==> src/rtl/multicycle_control.sv <==
// Multi-cycle MIPS control unit: sequences FETCH/DECODE/EXEC/MEM/WB,
// latches the instruction word, and traps on illegal opcodes or hung memories.
module multicycle_control #(
  parameter int unsigned ALU_OP_WIDTH   = 5,
  parameter int unsigned EXT_MODE_WIDTH = 3,
  parameter int unsigned NPC_MODE_WIDTH = 3,
  parameter int unsigned MEM_TIMEOUT    = 16
) (
  input  logic                      clk,
  input  logic                      reset_n,
  input  logic [31:0]               curr_instr,
  input  logic                      im_ready,
  input  logic                      dm_ready,
  input  logic                      alu_zero,
  output logic                      cm_rf_write_addr,
  output logic                      cm_rf_write_data,
  output logic                      cm_alu_num2,
  output logic [NPC_MODE_WIDTH-1:0] cw_npc_jump_mode,
  output logic                      cw_pc_enable,
  output logic                      cw_im_enable,
  output logic                      cw_rf_write_enable,
  output logic [ALU_OP_WIDTH-1:0]   cw_alu_op,
  output logic [EXT_MODE_WIDTH-1:0] cw_ext_mode,
  output logic                      cw_dm_read_enable,
  output logic                      cw_dm_write_enable,
  output logic [31:0]               ir,
  output logic [2:0]                state,
  output logic                      instr_done,
  output logic                      illegal_instr,
  output logic                      bus_error
);

  localparam int unsigned CNT_W = (MEM_TIMEOUT < 2) ? 1 : $clog2(MEM_TIMEOUT);

  typedef enum logic [2:0] {
    S_FETCH  = 3'd0,
    S_DECODE = 3'd1,
    S_EXEC   = 3'd2,
    S_MEM    = 3'd3,
    S_WB     = 3'd4,
    S_TRAP   = 3'd7
  } state_t;

  typedef enum logic [3:0] {
    I_ILLEGAL, I_NOP, I_ADDU, I_SUBU, I_ORI, I_LUI, I_LW, I_SW, I_BEQ, I_J
  } instr_t;

  state_t             r_state;
  state_t             w_next_state;
  logic [31:0]        r_ir;
  logic [CNT_W-1:0]   r_cnt;
  logic               r_illegal;
  logic               r_bus_error;
  instr_t             w_cls;
  logic [5:0]         w_op;
  logic [5:0]         w_funct;
  logic               w_cnt_hit;
  logic               w_load_ir;
  logic               w_set_illegal;
  logic               w_set_timeout;

  assign w_op      = r_ir[31:26];
  assign w_funct   = r_ir[5:0];
  assign w_cnt_hit = (r_cnt == CNT_W'(MEM_TIMEOUT - 1));

  // Classify the latched instruction word
  always_comb begin
    w_cls = I_ILLEGAL;
    if (r_ir == 32'h0000_0000) begin
      w_cls = I_NOP;
    end else begin
      case (w_op)
        6'h00: begin
          if (w_funct == 6'h21)      w_cls = I_ADDU;
          else if (w_funct == 6'h23) w_cls = I_SUBU;
        end
        6'h0D:   w_cls = I_ORI;
        6'h0F:   w_cls = I_LUI;
        6'h23:   w_cls = I_LW;
        6'h2B:   w_cls = I_SW;
        6'h04:   w_cls = I_BEQ;
        6'h02:   w_cls = I_J;
        default: w_cls = I_ILLEGAL;
      endcase
    end
  end

  // State register
  always_ff @(posedge clk) begin
    if (!reset_n) r_state <= S_FETCH;
    else          r_state <= w_next_state;
  end

  // Next-state logic; ready beats the watchdog on the final wait cycle
  always_comb begin
    w_next_state  = r_state;
    w_load_ir     = 1'b0;
    w_set_illegal = 1'b0;
    w_set_timeout = 1'b0;
    case (r_state)
      S_FETCH: begin
        if (im_ready) begin
          w_next_state = S_DECODE;
          w_load_ir    = 1'b1;
        end else if (w_cnt_hit) begin
          w_next_state  = S_TRAP;
          w_set_timeout = 1'b1;
        end
      end
      S_DECODE: begin
        if (w_cls == I_ILLEGAL) begin
          w_next_state  = S_TRAP;
          w_set_illegal = 1'b1;
        end else begin
          w_next_state = S_EXEC;
        end
      end
      S_EXEC: begin
        case (w_cls)
          I_ADDU, I_SUBU, I_ORI, I_LUI: w_next_state = S_WB;
          I_LW, I_SW:                   w_next_state = S_MEM;
          default:                      w_next_state = S_FETCH;
        endcase
      end
      S_MEM: begin
        if (dm_ready) begin
          w_next_state = (w_cls == I_LW) ? S_WB : S_FETCH;
        end else if (w_cnt_hit) begin
          w_next_state  = S_TRAP;
          w_set_timeout = 1'b1;
        end
      end
      S_WB:    w_next_state = S_FETCH;
      S_TRAP:  w_next_state = S_TRAP;
      default: w_next_state = S_FETCH;
    endcase
  end

  // Instruction latch, watchdog counter and sticky error flags
  always_ff @(posedge clk) begin
    if (!reset_n) begin
      r_ir        <= 32'h0000_0000;
      r_cnt       <= '0;
      r_illegal   <= 1'b0;
      r_bus_error <= 1'b0;
    end else begin
      if (w_load_ir) r_ir <= curr_instr;
      if (w_next_state != r_state) begin
        r_cnt <= '0;
      end else if (r_state == S_FETCH || r_state == S_MEM) begin
        r_cnt <= r_cnt + CNT_W'(1);
      end
      if (w_set_illegal) r_illegal   <= 1'b1;
      if (w_set_timeout) r_bus_error <= 1'b1;
    end
  end

  // Per-state datapath controls, all forced low while reset is held
  always_comb begin
    cm_rf_write_addr   = 1'b0;
    cm_rf_write_data   = 1'b0;
    cm_alu_num2        = 1'b0;
    cw_npc_jump_mode   = '0;
    cw_pc_enable       = 1'b0;
    cw_im_enable       = 1'b0;
    cw_rf_write_enable = 1'b0;
    cw_alu_op          = '0;
    cw_ext_mode        = '0;
    cw_dm_read_enable  = 1'b0;
    cw_dm_write_enable = 1'b0;
    instr_done         = 1'b0;
    ir                 = r_ir;
    state              = r_state;
    illegal_instr      = r_illegal;
    bus_error          = r_bus_error;

    if (r_state == S_EXEC || r_state == S_MEM || r_state == S_WB) begin
      case (w_cls)
        I_SUBU, I_BEQ: cw_alu_op = ALU_OP_WIDTH'(1);
        I_ORI: begin
          cw_alu_op   = ALU_OP_WIDTH'(2);
          cm_alu_num2 = 1'b1;
          cw_ext_mode = EXT_MODE_WIDTH'(0);
        end
        I_LUI: begin
          cw_alu_op   = ALU_OP_WIDTH'(3);
          cm_alu_num2 = 1'b1;
          cw_ext_mode = EXT_MODE_WIDTH'(2);
        end
        I_LW, I_SW: begin
          cw_alu_op   = ALU_OP_WIDTH'(0);
          cm_alu_num2 = 1'b1;
          cw_ext_mode = EXT_MODE_WIDTH'(1);
        end
        default: ;
      endcase
    end

    case (r_state)
      S_FETCH: cw_im_enable = 1'b1;
      S_EXEC: begin
        if (w_cls == I_BEQ || w_cls == I_J || w_cls == I_NOP) begin
          cw_pc_enable = 1'b1;
          instr_done   = 1'b1;
          if (w_cls == I_BEQ)    cw_npc_jump_mode = NPC_MODE_WIDTH'(alu_zero);
          else if (w_cls == I_J) cw_npc_jump_mode = NPC_MODE_WIDTH'(2);
        end
      end
      S_MEM: begin
        cw_dm_read_enable  = (w_cls == I_LW);
        cw_dm_write_enable = (w_cls == I_SW);
        if (w_cls == I_SW && dm_ready) begin
          cw_pc_enable = 1'b1;
          instr_done   = 1'b1;
        end
      end
      S_WB: begin
        cw_rf_write_enable = 1'b1;
        cw_pc_enable       = 1'b1;
        instr_done         = 1'b1;
        cm_rf_write_addr   = (w_cls == I_ADDU || w_cls == I_SUBU);
        cm_rf_write_data   = (w_cls == I_LW);
      end
      default: ;
    endcase

    if (!reset_n) begin
      cm_rf_write_addr   = 1'b0;
      cm_rf_write_data   = 1'b0;
      cm_alu_num2        = 1'b0;
      cw_npc_jump_mode   = '0;
      cw_pc_enable       = 1'b0;
      cw_im_enable       = 1'b0;
      cw_rf_write_enable = 1'b0;
      cw_alu_op          = '0;
      cw_ext_mode        = '0;
      cw_dm_read_enable  = 1'b0;
      cw_dm_write_enable = 1'b0;
      instr_done         = 1'b0;
      ir                 = 32'h0000_0000;
      state              = 3'd0;
      illegal_instr      = 1'b0;
      bus_error          = 1'b0;
    end
  end

endmodule

==> config.mk <==
export PLATFORM = sky130hd
export DESIGN_NAME = multicycle_control
export DESIGN_NICKNAME = d
export VERILOG_FILES = /design/src/rtl/multicycle_control.sv
export SDC_FILE = /design/constraint.sdc
export NUM_CORES = 1
export LEC_CHECK = 0
export CORE_MARGIN = 1.5
export CORE_UTILIZATION = 44
export DETAILED_ROUTE_END_ITERATION = 8
export HOLD_SLACK_MARGIN = 0.15
export PLACE_DENSITY_LB_ADDON = 0.25
export SYNTH_ARGS = -nofsm -noshare
export SYNTH_HDL_FRONTEND = slang
export SYNTH_SLANG_ARGS = --single-unit
==> constraint.sdc <==
create_clock -name clk -period 2.5 [get_ports clk]
set_input_delay 0.25 -clock clk [delete_from_list [all_inputs] [get_ports clk]]
set_output_delay 0.25 -clock clk [all_outputs]
set_load 0.01 [all_outputs]
==> qor.txt, run 1 <==
worst vdd ir = 0.000492 V
pwr dens = 788 mW/mm^2
reg-to-reg startpoint = r_state[1]$_SDFF_PN0_
CP Capture Type = primary output
WS Path Type = flop to primary output
global-route wire length before repair = 10.9 mm
CTS root buf = clkbuf_8
WP buf/inv = 2
CP Cell Sequence = nor3b_1 -> o21ai_1 -> nor2b_2 -> nand2_1 -> inv_1 -> clkdlybuf4s50_1
DRT antenna net count = 0
Area Growth Syn to Fin = 47.4%
number of synthesized flops with an enable pin = 0
global route overflow = 0
die footprint = 0.00608 sq mm
Worst Skew = 8.97 ps
Avg Inst Size Synth = 7.73 sq um
Post-Route WL = 6.54 mm
first drt pass iteration count = 4
Yosys warning total = 0
Final Hold Fails = 0
switching power = 1.15 mW
Most used DFF post-synth = dfxtp_1
largest net degree at the start of global routing = 45
Final Setup Violations = 0
maximum clock rate = 415 MHz
Clk pwr share = 16.4%
Die Ht = 78.0 microns
WL/cell = 13.6 microns
leakage = 1.49 nW
Hold Path Stages = 1
switching portion of total power = 40.1%
Seq pwr share = 33.9%
Core ar. = 0.00547 sq mm
status = completed
initial core utilization = 45.2%
Die W = 78.0 microns
Overall Global Routing Usage = 22.0%
share of cells above drive strength 1 = 12.9%
initial antenna violation count = 0
CTS tree = built
Longest Clk Path Bufs = 2
clk sinks = 41
Critical Path Fanout Max = 10
I/O pins = 94
First DRT Iteration DRCs = 131
Worst Hold End = r_illegal$_SDFFE_PN0P_
Mapped Cells = 320
final cycle utilization of the critical path = 96.3%
max-cap violations = 0
Worst-path clk slew = 80 ps
most frequent standard cell in the layout excluding fill and tap cells = clkdlybuf4s50_1
GP Congestion = 0.912
Int Pwr = 1.72 mW
Port Buffer Count = 88
Cell variety after synth = 55
vias in the first global route = 2318
worst stage delay on the critical path = 530 ps
row cnt = 27
hold path start = r_illegal$_SDFFE_PN0P_
Final min period = 2410 ps
Final #Nets = 447
Post-Layout Cell Count = 482
Arr. time, crit path = 2160 ps
Worst Path Required = 2250 ps
dpl hpwl = 4.70 mm
Slew headroom = 66.5%
leading cell types in the layout, fill and taps excluded = clkdlybuf4s50_1, nand2_1, and2_1
placed cell count = 470
Worst R2R End = r_cnt[0]$_SDFFE_PP0P_
clock buffer count from CTS = 5
sequential share of the synthesized area = 33.2%
HP Class = flop to flop
Antenna diodes = 0
critical path's slowest cell = clkdlybuf4s50_1
Reg2Reg Depth = 6
Post-synth ARST share = 0%
final design utilization = 66.6%
routed vias = 2484
Comb power frac = 49.7%
Worst-Margin Slew = 502 ps
Top delay family on crit path = simple AND/OR/NAND/NOR gates
Mapped Area = 0.00247 sq mm
DRC errors left = 0
Final Slew Violations = 0
Worst R2R Setup Slack = 610 ps
H-tree depth = 2
crit path launch type = flop
later-pin clock latency in the skew report = 290 ps
Post-Route Setup TNS = 0 ps
#FFs+latches synth = 41
Via density = 5.15
[metal layers]
layer	GRT usage, %	vias up	share of wire, %
met3	6.12	2	8.0
met5	0	-	0
met2	35.1	97	47
met4	5.36	0	0.26
li1	-	1247	-
met1	29.3	1138	45
[worst max-delay path by stage]
stage                           from                   to  slack [ps]  depth (start not counted)
3_3_place_gp   r_ir[26]$_SDFFE_PN0P_           instr_done         180                          6
6_report       r_state[2]$_SDFF_PN0_         cw_alu_op[1]          90                          6
2_1_floorplan  r_ir[29]$_SDFFE_PN0P_           instr_done         460                          7
5_1_grt        r_ir[31]$_SDFFE_PN0P_         cw_alu_op[1]         -20                          7
3_5_place_dp   r_ir[26]$_SDFFE_PN0P_         cw_pc_enable         100                          6
4_1_cts        r_ir[28]$_SDFFE_PN0P_  cw_npc_jump_mode[0]         -10                          7
[cell type report]
| type | count | area, sq um |
|---|---|---|
| clock buffer | 7 | 96.3 |
| clock inverter | 1 | 5.00 |
| fill | 483 | 1830 |
| inverter | 5 | 18.8 |
| multi-input combinational | 250 | 1580 |
| sequential | 41 | 830 |
| tap | 72 | 90.1 |
| timing repair buffer | 106 | 1020 |
[state kept, by name (all words and copies together) (netlist names)]
register and flops:
r_bus_error 1, r_cnt 4, r_illegal 1, r_ir 32, r_state 3
[synth_stat cells (3+ instances only)]
master	n	area, sq um
buf_2	4	20.0
nand3b_1	4	30.0
and2_1	39	244
and3_1	4	25.0
xor2_1	4	35.0
nor4_1	9	56.3
o21a_1	4	30.0
nand3_1	4	20.0
clkbuf_1	15	56.3
nor2_1	14	52.6
a21boi_0	12	90.1
nand2b_1	5	31.3
nor3_1	4	20.0
nand2_1	74	278
a21boi_1	20	150
buf_4	6	45.0
nor2b_1	5	31.3
a21oi_1	6	30.0
dfxtp_1	41	821
a211oi_1	3	22.5
inv_1	5	18.8
[metrics by stage]
stage	hold slack (ps)	setup slack, ps	total power [mW]	instance area, sq um
global route	479	-15.7	3.07	3640
detailed placement	448	100	2.30	3420
floorplan	385	461	1.82	2490
CTS	458	-12.1	2.83	3560
finish	462	92.7	2.87	3640
global placement	440	176	2.28	3420
[cell families after synthesis]
group / count (synthesis) / share of synthesized area (%)
other: 1 / 0.152
muxes: 1 / 0.405
DFF: 41 / 33.2
adders and majority gates: 1 / 0.506
buffers and inverters: 33 / 6.88
AOI/OAI and AO/OA: 60 / 18.7
xor gates and xnor gates: 5 / 1.77
and+or+nand+nor: 178 / 38.4
[repair_timing]
action | CTS | global route
setup buffers | 0 | 4
gates resized for setup | 13 | 17
endpoints found under the setup margin | 9 | 9
hold buffers | 0 | 0
pin swaps | 1 | 8
[power by group through the flow]
stage / Clock, mW / Sequential (mW) / Combinational, mW
after detailed placement: 0 / 0.957 / 1.34
after CTS: 0.485 / 0.962 / 1.38
final: 0.470 / 0.973 / 1.43
after global placement: 0 / 0.951 / 1.33
after global routing: 0.508 / 0.993 / 1.57
after floorplan: 0 / 0.896 / 0.924
Power figures use the tool's default switching activity.
==> run 2: changes to the inputs <==
- ABC_CLOCK_PERIOD_IN_PS: unset -> 2500
- SLEW_MARGIN: unset -> 25
==> results of run 2 <==
The final DEF is identical to that of run 1; final timing and power are the same.
